--- config.mk ---
export PLATFORM = sky130hd
export DESIGN_NAME = timer_count_core_flat
export DESIGN_NICKNAME = d
export VERILOG_FILES = /design/src/rtl/timer_pkg.sv /design/src/rtl/timer_count_core_if.sv /design/src/rtl/edge_detect_rise.sv /design/src/rtl/timer_count_core.sv /design/src/flat_wrapper.sv
export SDC_FILE = /design/constraint.sdc
export NUM_CORES = 1
export LEC_CHECK = 0
export ABC_AREA = 1
export BUFFER_PORTS_ARGS = -buffer_cell sky130_fd_sc_hd__buf_4
export CAP_MARGIN = 20
export CORE_UTILIZATION = 30
export DETAILED_ROUTE_END_ITERATION = 6
export SLEW_MARGIN = 20
export SYNTH_ARGS = -nofsm -noshare
export SYNTH_HDL_FRONTEND = slang
export SYNTH_SLANG_ARGS = --single-unit
--- constraint.sdc ---
create_clock -name PCLK -period 1.8 [get_ports PCLK]
set_input_delay 0.09 -clock PCLK [delete_from_list [all_inputs] [get_ports PCLK]]
set_output_delay 0.09 -clock PCLK [all_outputs]
set_load 0.005 [all_outputs]
--- src/rtl/timer_pkg.sv ---
// Shared constants and types for the 8-bit timer counter stage.
// Imported by the interface, the edge detector and timer_count_core.
package timer_pkg;

    localparam int CNT_W = 8;

    // Meaning of the Up_down input.
    localparam logic DIR_UP   = 1'b0;
    localparam logic DIR_DOWN = 1'b1;

    // Reset values of the counter and of the edge-detector delay register.
    localparam int   CNT_RST  = 0;
    localparam logic EDGE_RST = 1'b1;

    // What the counter does on the current PCLK edge.
    typedef enum logic [1:0] {
        OP_HOLD,
        OP_LOAD,
        OP_INC,
        OP_DEC
    } cnt_op_e;

endpackage

--- src/rtl/timer_count_core_if.sv ---
// Register/interrupt-block side signals of the timer counter stage.
// The core uses the slave modport; whoever drives it uses master.
interface timer_count_core_if
    import timer_pkg::*;
#(
    parameter int WIDTH = CNT_W
);
    logic             Clock_counter;
    logic             En;
    logic             Up_down;
    logic             Load;
    logic [WIDTH-1:0] TDR;
    logic             Clr_ovf;
    logic             Clr_udf;
    logic [WIDTH-1:0] TCNT;
    logic             Tick;
    logic             S_ovf;
    logic             S_udf;

    modport master (
        output Clock_counter, En, Up_down, Load, TDR, Clr_ovf, Clr_udf,
        input  TCNT, Tick, S_ovf, S_udf
    );

    modport slave (
        input  Clock_counter, En, Up_down, Load, TDR, Clr_ovf, Clr_udf,
        output TCNT, Tick, S_ovf, S_udf
    );

endinterface

--- src/rtl/edge_detect_rise.sv ---
// Rising-edge detector for a slow level sampled in the PCLK domain.
// Reusable for any external-clock style input; pulse is combinational.
module edge_detect_rise
    import timer_pkg::*;
#(
    parameter logic RST_VAL = EDGE_RST
) (
    input  logic PCLK,
    input  logic PRESET,
    input  logic level,
    output logic pulse
);

    logic level_d;

    // Resetting to 1 keeps a level that is already high at reset
    // release from looking like a fresh rising edge.
    // NOTE: sequential state uses non-blocking assignments so every
    // register samples the pre-edge values regardless of block order.
    always_ff @(posedge PCLK) begin
        if (PRESET) begin
            level_d <= RST_VAL;
        end else begin
            level_d <= level;
        end
    end

    assign pulse = level & ~level_d;

endmodule

--- src/rtl/timer_count_core.sv ---
// Counter stage behind the prescaler: counts rising edges of the selected
// clock level up or down, supports a synchronous load and sticky wrap flags.
module timer_count_core
    import timer_pkg::*;
#(
    parameter int WIDTH = CNT_W
) (
    input  logic                PCLK,
    input  logic                PRESET,
    timer_count_core_if.slave   bus
);

    logic             tick;
    cnt_op_e          op;
    logic [WIDTH-1:0] cnt_q;
    logic [WIDTH-1:0] cnt_nxt;
    logic             ovf_q;
    logic             udf_q;
    logic             ovf_set;
    logic             udf_set;

    // The detector tracks Clock_counter every cycle, independent of En and
    // Load, so re-enabling never produces a false edge.
    edge_detect_rise #(
        .RST_VAL (EDGE_RST)
    ) u_edge (
        .PCLK   (PCLK),
        .PRESET (PRESET),
        .level  (bus.Clock_counter),
        .pulse  (tick)
    );

    // Load wins over a coincident edge; that edge is dropped, not deferred.
    // NOTE: every signal assigned in always_comb gets a default first so no
    // path through the block leaves it unassigned and infers a latch.
    always_comb begin
        op = OP_HOLD;
        if (bus.Load) begin
            op = OP_LOAD;
        end else if (bus.En && tick) begin
            op = (bus.Up_down == DIR_UP) ? OP_INC : OP_DEC;
        end
    end

    // Wrap detection looks at the pre-update value.
    always_comb begin
        cnt_nxt = cnt_q;
        ovf_set = 1'b0;
        udf_set = 1'b0;
        unique case (op)
            OP_LOAD: cnt_nxt = bus.TDR;
            OP_INC: begin
                cnt_nxt = cnt_q + WIDTH'(1);
                ovf_set = (cnt_q == '1);
            end
            OP_DEC: begin
                cnt_nxt = cnt_q - WIDTH'(1);
                udf_set = (cnt_q == '0);
            end
            default: cnt_nxt = cnt_q;
        endcase
    end

    // Flags are sticky; a set in the same cycle as a clear wins.
    always_ff @(posedge PCLK) begin
        if (PRESET) begin
            cnt_q <= WIDTH'(CNT_RST);
            ovf_q <= 1'b0;
            udf_q <= 1'b0;
        end else begin
            cnt_q <= cnt_nxt;
            ovf_q <= ovf_set | (ovf_q & ~bus.Clr_ovf);
            udf_q <= udf_set | (udf_q & ~bus.Clr_udf);
        end
    end

    assign bus.TCNT  = cnt_q;
    assign bus.Tick  = tick;
    assign bus.S_ovf = ovf_q;
    assign bus.S_udf = udf_q;

endmodule

--- src/flat_wrapper.sv ---
// flat-port wrapper written by rule: the top's interface ports become plain ports
module timer_count_core_flat import timer_pkg::*;
#(
    parameter int WIDTH = CNT_W
)
  (PCLK, PRESET, bus_Clock_counter, bus_En, bus_Up_down, bus_Load, bus_TDR, bus_Clr_ovf, bus_Clr_udf, bus_TCNT, bus_Tick, bus_S_ovf, bus_S_udf);
  timer_count_core_if #(.WIDTH(WIDTH)) bus_i ();
  input  logic PCLK;
  input  logic PRESET;
  input wire logic [$bits(bus_i.Clock_counter)-1:0] bus_Clock_counter;
  input wire logic [$bits(bus_i.En)-1:0] bus_En;
  input wire logic [$bits(bus_i.Up_down)-1:0] bus_Up_down;
  input wire logic [$bits(bus_i.Load)-1:0] bus_Load;
  input wire logic [$bits(bus_i.TDR)-1:0] bus_TDR;
  input wire logic [$bits(bus_i.Clr_ovf)-1:0] bus_Clr_ovf;
  input wire logic [$bits(bus_i.Clr_udf)-1:0] bus_Clr_udf;
  output wire logic [$bits(bus_i.TCNT)-1:0] bus_TCNT;
  output wire logic [$bits(bus_i.Tick)-1:0] bus_Tick;
  output wire logic [$bits(bus_i.S_ovf)-1:0] bus_S_ovf;
  output wire logic [$bits(bus_i.S_udf)-1:0] bus_S_udf;
  assign bus_i.Clock_counter = bus_Clock_counter;
  assign bus_i.En = bus_En;
  assign bus_i.Up_down = bus_Up_down;
  assign bus_i.Load = bus_Load;
  assign bus_i.TDR = bus_TDR;
  assign bus_i.Clr_ovf = bus_Clr_ovf;
  assign bus_i.Clr_udf = bus_Clr_udf;
  assign bus_TCNT = bus_i.TCNT;
  assign bus_Tick = bus_i.Tick;
  assign bus_S_ovf = bus_i.S_ovf;
  assign bus_S_udf = bus_i.S_udf;
  timer_count_core #(.WIDTH(WIDTH)) u_core (.PCLK(PCLK), .PRESET(PRESET), .bus(bus_i));
endmodule
# ---- Yosys cells after proc, flatten, opt, wreduce, memory -nomap -nowiden
# Cells that the tools add are included.
dict set report totals {
  output_inout_bits 11
  inputBits 16
  wordCells 27
  register_bits 11
}
dict set report op_classes {
  n_mux 6
  add_sub_neg 2
  bitwise 8
  eq_ne 4
  reduce_logical 3
}
# op count
set ops {}
lappend ops {{$pmux W8 S3} 1}
lappend ops {{$add A8 B1 Y8 const B} 1}
lappend ops {{$eq A8 B8 Y1 const B} 1}
lappend ops {{$logic_not A8 Y1} 1}
lappend ops {{$sub A8 B1 Y8 const B} 1}
lappend ops {{$eq A2 B2 Y1 const B} 2}
lappend ops {{$mux W2} 2}
lappend ops {{$and A1 B1 Y1} 3}
lappend ops {{$mux W1} 3}
lappend ops {{$not A1 Y1} 3}
lappend ops {{$reduce_bool A3 Y1} 1}
lappend ops {{$eq A2 B1 Y1 const B} 1}
lappend ops {{$or A1 B1 Y1} 2}
lappend ops {{$logic_and A1 B1 Y1} 1}

# ---- Depth between registers and ports, before layout
# Gate-level depths: netlist of run 1.
dict set report logic_depth {
  depth_word 8
  ltp_mapped 13
  mapped_depth_nobuf 13
}

# ---- By module
# From an unflattened synthesis of run 1, not the netlist that was laid out.
dict set report hier_totals {
  cells_unflattened 130
  area_unflattened_um2 850.8
}
# mod cells_per_inst n_inst area_each_um2 seq_area_each_um2
set modules_own_cells {}
lappend modules_own_cells {timer_count_core 125 1 813.3 200.2}
lappend modules_own_cells {edge_detect_rise 5 1 37.5 20.0}

# ---- Least setup slack after synthesis of run 1
# No wires, ideal clock.
dict set report synth_path {
  path_type {reg-to-reg}
  start {reg u_core.u_edge.level_d}
  end {reg u_core.cnt_q[7] (netlist: u_core.bus.TCNT[7])}
  stages_incl_launch_ff 13
  n_path_buf 0
  t_required_ns 1.684
  path_slack_ns 0.111
  setup_time_ns 0.116
  period_less_slack_ns 1.689
  arrival_ns 1.573
  cell_sequence {dfxtp_1 nor2_2 nand4_2 inv_1 ha_1 nand2_1 nand2_1 a21oi_1 nand2_1 inv_1 nand2_1 nand3_1 a21oi_1}
}
dict set report synth_via {
  elab_chain_len 7
  elab_cells_between_ends 10
  classes_between {eq/ne: 3; mux: 3; bitwise: 2; reduce/logical: 2}
}
# element line
set synth_lines {}
lappend synth_lines {{start, declared} edge_detect_rise.sv:14} ;# logic level_d;
lappend synth_lines {{start signal, assigned} edge_detect_rise.sv:24} ;# level_d <= level;
lappend synth_lines {{$not A1 Y1 (*)} edge_detect_rise.sv:28} ;# assign pulse = level & ~level_d;
lappend synth_lines {{$and A1 B1 Y1 (*)} edge_detect_rise.sv:28}
lappend synth_lines {{named net bus_Tick} flat_wrapper.sv:18} ;# output wire logic [$bits(bus_i.Tick)-1:0] bus_Tick;
lappend synth_lines {{$logic_and A1 B1 Y1 (*)} timer_count_core.sv:40} ;# end else if (bus.En && tick) begin
lappend synth_lines {{$mux W2 (*)} timer_count_core.sv:40}
lappend synth_lines {{$mux W2 (*)} timer_count_core.sv:38} ;# if (bus.Load) begin
lappend synth_lines {{$eq A2 B2 Y1 / $eq A2 B1 Y1 (equally long branches)} timer_count_core.sv:50} ;# unique case (op)
lappend synth_lines {{$pmux W8 S3 / $reduce_bool A3 Y1 (equally long branches)} -}
lappend synth_lines {{end signal, assigned} timer_count_core.sv:67} ;# cnt_q <= WIDTH'(CNT_RST);
lappend synth_lines {{end signal, assigned} timer_count_core.sv:71} ;# cnt_q <= cnt_nxt;
lappend synth_lines {{end, declared} timer_count_core.sv:15} ;# logic [WIDTH-1:0] cnt_q;
# The timed path passes the listed nets; every way through them passes the cells marked *.
# A chain may end at the register's enable or synchronous reset.

# ---- Worst setup path in the final report of run 1
dict set report layout_path {
  start {reg u_core.u_edge.level_d}
  end {reg u_core.cnt_q[6] (netlist: u_core.bus.TCNT[6])}
}
dict set report layout_via {
  elab_chain_len 7
  elab_cells_between_ends 10
  classes_between {eq/ne: 3; mux: 3; bitwise: 2; reduce/logical: 2}
}
# element line
set layout_lines {}
lappend layout_lines {{$not A1 Y1 (*)} edge_detect_rise.sv:28}
lappend layout_lines {{$and A1 B1 Y1 (*)} edge_detect_rise.sv:28}
lappend layout_lines {{$logic_and A1 B1 Y1 (*)} timer_count_core.sv:40}
lappend layout_lines {{$mux W2 (*)} timer_count_core.sv:40}
lappend layout_lines {{$mux W2 (*)} timer_count_core.sv:38}
lappend layout_lines {{$eq A2 B2 Y1 / $eq A2 B1 Y1 (equally long branches)} timer_count_core.sv:50}
lappend layout_lines {{$pmux W8 S3 / $reduce_bool A3 Y1 (equally long branches)} -}
# Every way passes the cells marked *; elsewhere a longest branch is shown, timed or not.

==> qor.csv, run 1 <==
stage,metric,value,unit
timing,Fmax,588,MHz
clock_network,total clock sinks,11,
critical_path,crit end category,flip-flop,
logic_synthesis,count of cell types in the netlist,28,
placement,I/O Buffers,26,
placement,pre-CTS setup slack,5.01,ps
floorplan,core region area,2760,sq um
clock_network,clock slew at reported path FFs,80,ps
layout,final instance area,1290,sq um
layout,Nets,194,
logic_synthesis,Synth Net Count,155,
critical_path,worst stage delay on the critical path,360,ps
logic_synthesis,Post-Synth XOR/XNOR Area,2.01,%
timing,final worst slack,98.9,ps
timing,fin crit share,94.5,%
logic_synthesis,Seq cells post-synth,11,
floorplan,die area,3120,sq um
logic_synthesis,simple-gate share of the synthesized area,35.3,%
logic_synthesis,Post-Synthesis Cells,132,
power_and_ir_drop,power per cell area,486,nW/um^2
critical_path,Worst Path Max Fanout,2,
grt,initial antenna violation count,0,
timing,skew final,2.39,ps
placement,"Cell Area, Placed",1130,sq um
logic_synthesis,synth top area cells,"dfxtp_1 (25%), nand2_1 (15%), inv_1 (12%)",
clock_network,H-tree Lvls,1,
layout,layout cell share with drive strength beyond 1,34.7,%
logic_synthesis,share of the yosys chip area belonging to registers,25.3,%
critical_path,Startpoint Class,flip-flop,
logic_synthesis,total number of yosys warnings,0,
clock_network,TritonCTS Buffers,3,
grt,first-pass GRT wire length,4040,um
floorplan,I/O Pins,27,
routing,WL final,2560,um
grt,Tot GR Track Use,16.3,%
timing,Max Slew Vio Count,0,
critical_path,critical path required time,2010,ps
floorplan,Die X,55.9,um
logic_synthesis,adder-cell share of the synthesized area,10.9,%
timing,Period minus WS final,1700,ps
floorplan,Die H,55.9,um
layout,"non-filler cells, final",201,
power_and_ir_drop,VDD IR max,510,uV
timing,max_slew headroom,80.2,%
placement,gp weighted congestion,0.809,
clock_network,root buf cell,clkbuf_4,
routing,drt first-iter violations,36,
routing,Detailed Routing Iterations Pass 1,6,
grt,largest net degree at the start of global routing,8,
logic_synthesis,largest area contributor in the netlist,dfxtp_1,
logic_synthesis,Synth top area share,25.3,%
critical_path,CP max-delay cell,fa_2,
critical_path,most frequent CP cell,nand3_1,
critical_path,CP Class,flip-flop to flip-flop,
routing,# DRC,0,
power_and_ir_drop,P_leak,0.621,nW
routing,post-detailed-route wirelength per cell,12.7,um
grt,grt ovf,0,
clock_network,# hold bufs at CTS,0,
logic_synthesis,post-synthesis mux area share,0,%
clock_network,clk_lat worst skew,280,ps
critical_path,CP arrival,1920,ps
clock_network,maximum clock path buffer count,2,
status,outcome,completed,
routing,routed via count,1006,
routing,Via density,5.00,
timing,worst-margin pin slew,296,ps
floorplan,Std-Cell Rows,19,
run,max-cap viol count,0,
layout,final core occ,46.7,%
critical_path,crit path cell chain,nor2_4 -> nand4_4 -> buf_6 -> fa_2 -> inv_2 -> nand3_1 -> nand3_1 -> nand2_1 -> nand3_1 -> nand2_1 -> a21oi_1,
critical_path,reg2reg setup slack,100,ps
logic_synthesis,Compound-Gate Fraction of Synth Area,13.1,%
timing,"Setup violations, final",0,
routing,post-route antenna net violation count,0,
clock_network,TritonCTS clock tree,done,
hold_path,min-delay worst type,input pin to flip-flop,
grt,vias in the first global route,896,
floorplan,Starting Density,31.6,%
layout,Layout area overhead,48.0,%
logic_synthesis,Mapped Area,871,sq um
placement,Final HPWL DP,1880,um
layout,# diodes,0,
timing,Hold Fails Final Rpt,0,
logic_synthesis,Syn Area/Cell,6.60,sq um
logic_synthesis,largest family of logic cells by synthesized area,simple AND/OR/NAND/NOR gates,
placement,dpl cells,193,
[through the flow]
stage / TNS, ps / hold WS (ps) / total power, W
2_1_floorplan: 0 / 159 / 0.000347
3_3_place_gp: 0 / 311 / 0.000422
3_5_place_dp: 0 / 320 / 0.000425
4_1_cts: 0 / 18.3 / 0.000605
5_1_grt: -47.4 / 29.6 / 0.000662
6_report: 0 / 17.3 / 0.000627
[cells in the final DEF, fill, tap and decap left out, drive strengths merged, types with 3 or more instances in the layout]
master  netlist  final
clkbuf        0      3
a21oi         7      7
buf           0     34
ha            6      6
inv          31     30
nand3        13     13
nand4         5      5
nand2        36     36
dfxtp        11     11
nor2          5      5
[where the power goes]
part	switching [W]	total (W)	internal, W
clock network	0.0000989	0.000181	0.0000825
logic	0.0000788	0.000166	0.0000868
registers	0.0000227	0.000280	0.000257
total	0.000200	0.000627	0.000426
[sequential cells by signal (all words and copies together) (netlist names)]
| signal | count |
|---|---|
| u_core.bus.TCNT | 8 |
| u_core.bus.S_ovf | 1 |
| u_core.bus.S_udf | 1 |
| u_core.u_edge.level_d | 1 |
[final timing paths]
| path | from | cells past startpoint | to |
|---|---|---|---|
| max reg2reg | u_core.u_edge.level_d | 11 | u_core.bus.TCNT[6] |
| max | u_core.u_edge.level_d | 11 | u_core.bus.TCNT[6] |
| min reg2reg | u_core.bus.S_udf | 2 | u_core.bus.S_udf |
| min | PRESET | 2 | u_core.bus.TCNT[7] |
[Yosys cell counts]
cell / n
nand2_1: 35
inv_1: 28
dfxtp_1: 11
nand3_1: 10
a21oi_1: 7
ha_1: 6
nand4_1: 4
inv_2: 3
nand3_2: 3
nor2_1: 3
a31oi_1: 2
nor4_1: 2
o21bai_1: 2
o221ai_1: 2
a22oi_1: 1
fa_1: 1
nand2_2: 1
nand4_2: 1
nor2_2: 1
nor2_4: 1
nor3_1: 1
o2111ai_1: 1
o211ai_1: 1
o21ai_0: 1
o21ai_1: 1
or2_0: 1
xnor2_1: 1
xor2_1: 1
[area by class of cell]
cell class,count,area [sq um]
clock inverter,1,5.00
sequential,11,221
clock buffer,3,22.5
fill,291,1470
tap,31,38.8
multi-input combinational,90,621
timing repair buffer,34,259
inverter,31,121
[critical path: cells and delay by family (launching register included)]
kind	cells	cell delay, ps
buffers and inverters	2	210
adder cells (fa/ha/maj)	1	360
flip-flops	1	350
AND/OR/NAND/NOR	7	610
AO/OA/AOI/OAI	1	110
[cells by family (layout without fill, tap and decap cells)]
family / after synthesis / in the layout
adder cells (fa/ha/maj): 7 / 7
AND/OR/NAND/NOR: 63 / 63
buffers and inverters: 31 / 69
flip-flops: 11 / 11
XOR/XNOR: 2 / 2
AO/OA/AOI/OAI: 18 / 18
[layer usage]
layer	share of wire, %	track usage [%]	vias to the layer above
met5	0	0	-
met4	0	2.09	0
met3	6.2	4.88	0
met2	48	25.0	34
met1	45	23.2	464
li1	-	-	508
[what timing repair did]
action	in CTS	in global routing
gates resized for setup	1	18
pin swaps	0	1
buffers inserted	0	4
endpoints found under the setup margin	2	6
Note: power is estimated with default switching activity, not from simulation.
==> run 2: changes to the inputs <==
- ABC_AREA: 1 -> unset
- CORE_UTILIZATION: 30 -> 49
- PLACE_DENSITY: unset -> 0.77
==> run 2 against run 1 <==
Net effect: the flow now finishes with violations (DRC, setup timing); routed wire length is 42% higher; via count is 15% higher; fmax is 22% lower; area after synthesis is 0.57% lower; design area is 13% higher; sequential share of layout area is 2.0 points lower; synthesized cell count is 21% lower; power is 9.3% higher; critical endpoint unchanged; global-route usage is 18 points higher.
==> qor.csv, run 2 <==
stage,metric,value,unit,change
status,outcome,finished with violations,,was completed
status,failing checks,"DRC, setup timing",,
timing,skew final,4.33,ps,was 2.39 ps
logic_synthesis,Mapped Area,866,sq um,was 871 sq um
logic_synthesis,count of cell types in the netlist,45,,was 28
placement,pre-CTS setup slack,-330,ps,was 5.01 ps
routing,Detailed Routing Iterations Pass 1,7,,was 6
timing,final worst slack,-371,ps,was 98.9 ps
layout,Fillers,59,,was 291
timing,Period minus WS final,2170,ps,was 1700 ps
grt,Tot GR Track Use,34.3,%,was 16.3%
logic_synthesis,Synth Net Count,127,,was 155
routing,drt first-iter violations,66,,was 36
layout,"commonest non-fill, non-tap cell in the layout",buf_4,,was nand2_1
critical_path,Startpoint Class,flip-flop,,unchanged
power_and_ir_drop,clock share of power,26.4,%,was 28.9%
floorplan,Std-Cell Rows,14,,was 19
logic_synthesis,total number of yosys warnings,0,,unchanged
timing,Hold Fails Final Rpt,0,,unchanged
power_and_ir_drop,Net Sw Frac,32.2,%,was 32.0%
hold_path,min-delay worst type,input pin to flip-flop,,unchanged
run,max-cap viol count,0,,unchanged
grt,largest net degree at the start of global routing,13,,was 8
placement,Final HPWL DP,2210,um,was 1880 um
layout,Nets,183,,was 194
timing,"Setup violations, final",6,,was 0
clock_network,root buf cell,clkbuf_4,,unchanged
logic_synthesis,Synth top cells by count,"a21oi_1 (11), dfxtp_1 (11), nand2_1 (11)",,"was nand2_1 (35), inv_1 (28), dfxtp_1 (11)"
clock_network,TritonCTS Buffers,3,,unchanged
layout,# diodes,0,,unchanged
clock_network,TritonCTS clock tree,done,,unchanged
layout,layout cell share with drive strength beyond 1,52.8,%,was 34.7%
grt,vias in the first global route,1018,,was 896
timing,Fmax,461,MHz,was 588 MHz
power_and_ir_drop,Int Power,0.000465,W,was 0.000426 W
power_and_ir_drop,logic gate share of total power,33.8,%,was 26.4%
grt,first-pass GRT wire length,4650,um,was 4040 um
floorplan,Die X,44.0,um,was 55.9 um
power_and_ir_drop,VDD IR max,385,uV,was 510 uV
timing,RSZ-0062 raised after global routing,yes,,
logic_synthesis,largest area contributor in the netlist,dfxtp_1,,unchanged
clock_network,maximum clock path buffer count,2,,unchanged
power_and_ir_drop,power per cell area,470,nW/um^2,was 486 nW/um^2
timing,max_slew headroom,69.9,%,was 80.2%
power_and_ir_drop,total power,0.000685,W,was 0.000627 W
clock_network,clk_lat worst skew,280,ps,about the same
logic_synthesis,Seq cells post-synth,11,,unchanged
layout,Layout area overhead,68.5,%,was 48.0%
clock_network,total clock sinks,11,,unchanged
floorplan,I/O Pins,27,,unchanged
power_and_ir_drop,P_leak,0.642,nW,was 0.621 nW
power_and_ir_drop,Flop pwr share,39.9,%,was 44.6%
logic_synthesis,"Primary FF master, synth",dfxtp_1,,unchanged
layout,max FFs per register,8,,unchanged
routing,# DRC,2,,was 0
power_and_ir_drop,NetSw,0.000220,W,was 0.000200 W
logic_synthesis,Post-Synthesis Cells,104,,was 132
critical_path,critical path required time,2010,ps,about the same
timing,setup TNS,-1640,ps,was 0 ps
placement,gp weighted congestion,0.958,,was 0.809
routing,routed via count,1153,,was 1006
routing,post-detailed-route wirelength per cell,20.8,um,was 12.7 um
logic_synthesis,async set-reset flop share out of synthesis,0,%,unchanged
logic_synthesis,Post-synth EDFFs,0,,unchanged
critical_path,Worst Path Max Fanout,3,,was 2
logic_synthesis,synth top area cells,"dfxtp_1 (25%), ha_1 (8.7%), a21oi_1 (6.4%)",,"was dfxtp_1 (25%), nand2_1 (15%), inv_1 (12%)"
grt,grt ovf,0,,unchanged
layout,most frequent cells in the layout,"buf_4 (53), nand2_1 (10), dfxtp_1 (10)",,"was nand2_1 (35), buf_4 (33), inv_1 (26)"
routing,WL final,3630,um,was 2560 um
timing,fin crit share,121,%,was 94.5%
floorplan,core region area,1580,sq um,was 2760 sq um
timing,Max Slew Vio Count,0,,unchanged
timing,worst-margin pin slew,452,ps,was 296 ps
floorplan,Die H,44.0,um,was 55.9 um
clock_network,H-tree Lvls,1,,unchanged
floorplan,die area,1940,sq um,was 3120 sq um
critical_path,crit end category,flip-flop,,unchanged
clock_network,clock slew at reported path FFs,70,ps,was 80 ps
logic_synthesis,share of the yosys chip area belonging to registers,25.4,%,was 25.3%
clock_network,# hold bufs at CTS,0,,unchanged
critical_path,CP Class,flip-flop to flip-flop,,unchanged
routing,post-route antenna net violation count,0,,unchanged
grt,initial antenna violation count,0,,unchanged
logic_synthesis,Syn Area/Cell,8.33,sq um,was 6.60 sq um
logic_synthesis,Synth top area share,25.4,%,was 25.3%
critical_path,CP arrival,2380,ps,was 1920 ps
placement,I/O Buffers,26,,unchanged
routing,Via density,6.59,,was 5.00
floorplan,Starting Density,54.9,%,was 31.6%
-- run 2: changes by cell type after synthesis, moves of 4 or more --
cell     before  now
nand2_1      35   11
inv_1        28    6
nand3_1      10    3
nor2_1        3    9
a21oi_1       7   11
-- run 2: cell families (layout without fill, tap and decap cells) --
logic type | count (synthesis) | in the layout | share of synthesized area [%]
compound gates | 30 | 30 | 26.4
buf+inv | 10 | 65 | 5.35
flops | 11 | 11 | 25.4
mux | 2 | 2 | 2.60
fa+ha+maj | 7 | 7 | 11.0
simple gates | 39 | 39 | 24.1
xor+xnor | 5 | 5 | 5.06
-- run 2: critical path: stages, from the launching register on --
cell and delay (ps):
dfxtp_2 320, nand3b_4 160, nor2_4 150, nand2_4 90
fa_2 370, nor2b_1 200, o21ai_2 130, a21oi_2 180
mux2_4 330, a211oi_2 170
-- run 2: repair_timing --
| action | in CTS | in global routing |
|---|---|---|
| cloned | 0 | 0 |
| setup buffers | 1 | 2 |
| endpoints found under the setup margin | 5 | 6 |
| pin swaps | 5 | 21 |
| resized for setup | 7 | 13 |
-- run 2: worst paths after layout --
path / startpoint / to / slack, ps / cells past startpoint
worst max-delay path: u_core.u_edge.level_d / u_core.bus.TCNT[6] / -370 / 9
worst min-delay path: bus_TDR[2] / u_core.bus.TCNT[2] / 60 / 3
worst max register to register: u_core.u_edge.level_d / u_core.bus.TCNT[6] / -370 / 9
worst min register to register: u_core.bus.S_udf / u_core.bus.S_udf / 500 / 2
-- run 2: power groups by stage --
stage / logic, W / clock network (W) / registers (W)
finish: 0.000231 / 0.000181 / 0.000273
global route: 0.000242 / 0.000196 / 0.000274
CTS: 0.000202 / 0.000180 / 0.000271
detailed placement: 0.000195 / 0 / 0.000276
global placement: 0.000187 / 0 / 0.000275
floorplan: 0.0000826 / 0 / 0.000279
-- run 2: area by class of cell --
class,instances,area [sq um],area share [%]
Multi-Input combinational cell,83,748,51.3
Inverter,7,33.8,2.32
Timing Repair Buffer,54,409,28.0
Clock buffer,4,26.3,1.80
Sequential cell,11,221,15.2
Tap cell,16,20.0,1.37
-- run 2: stage by stage --
step                area, sq um  util [%]  std cells  hold WS [ps]
floorplan                   922         -        104           187
global placement           1310      82.8        168           337
detailed placement         1310      82.8        168           336
CTS                        1360      86.4        173          40.5
global route               1460      92.5        175          54.7
finish                     1460      92.5        175          57.8
-- run 2: layer usage --
layer / vias to the layer above / GRT usage [%] / share of wire [%]
met3: 37 / 9.39 / 10
met5: - / 0 / 0
met2: 91 / 59.7 / 48
met4: 0 / 21.2 / 6.8
met1: 535 / 36.4 / 34
li1: 490 / - / -
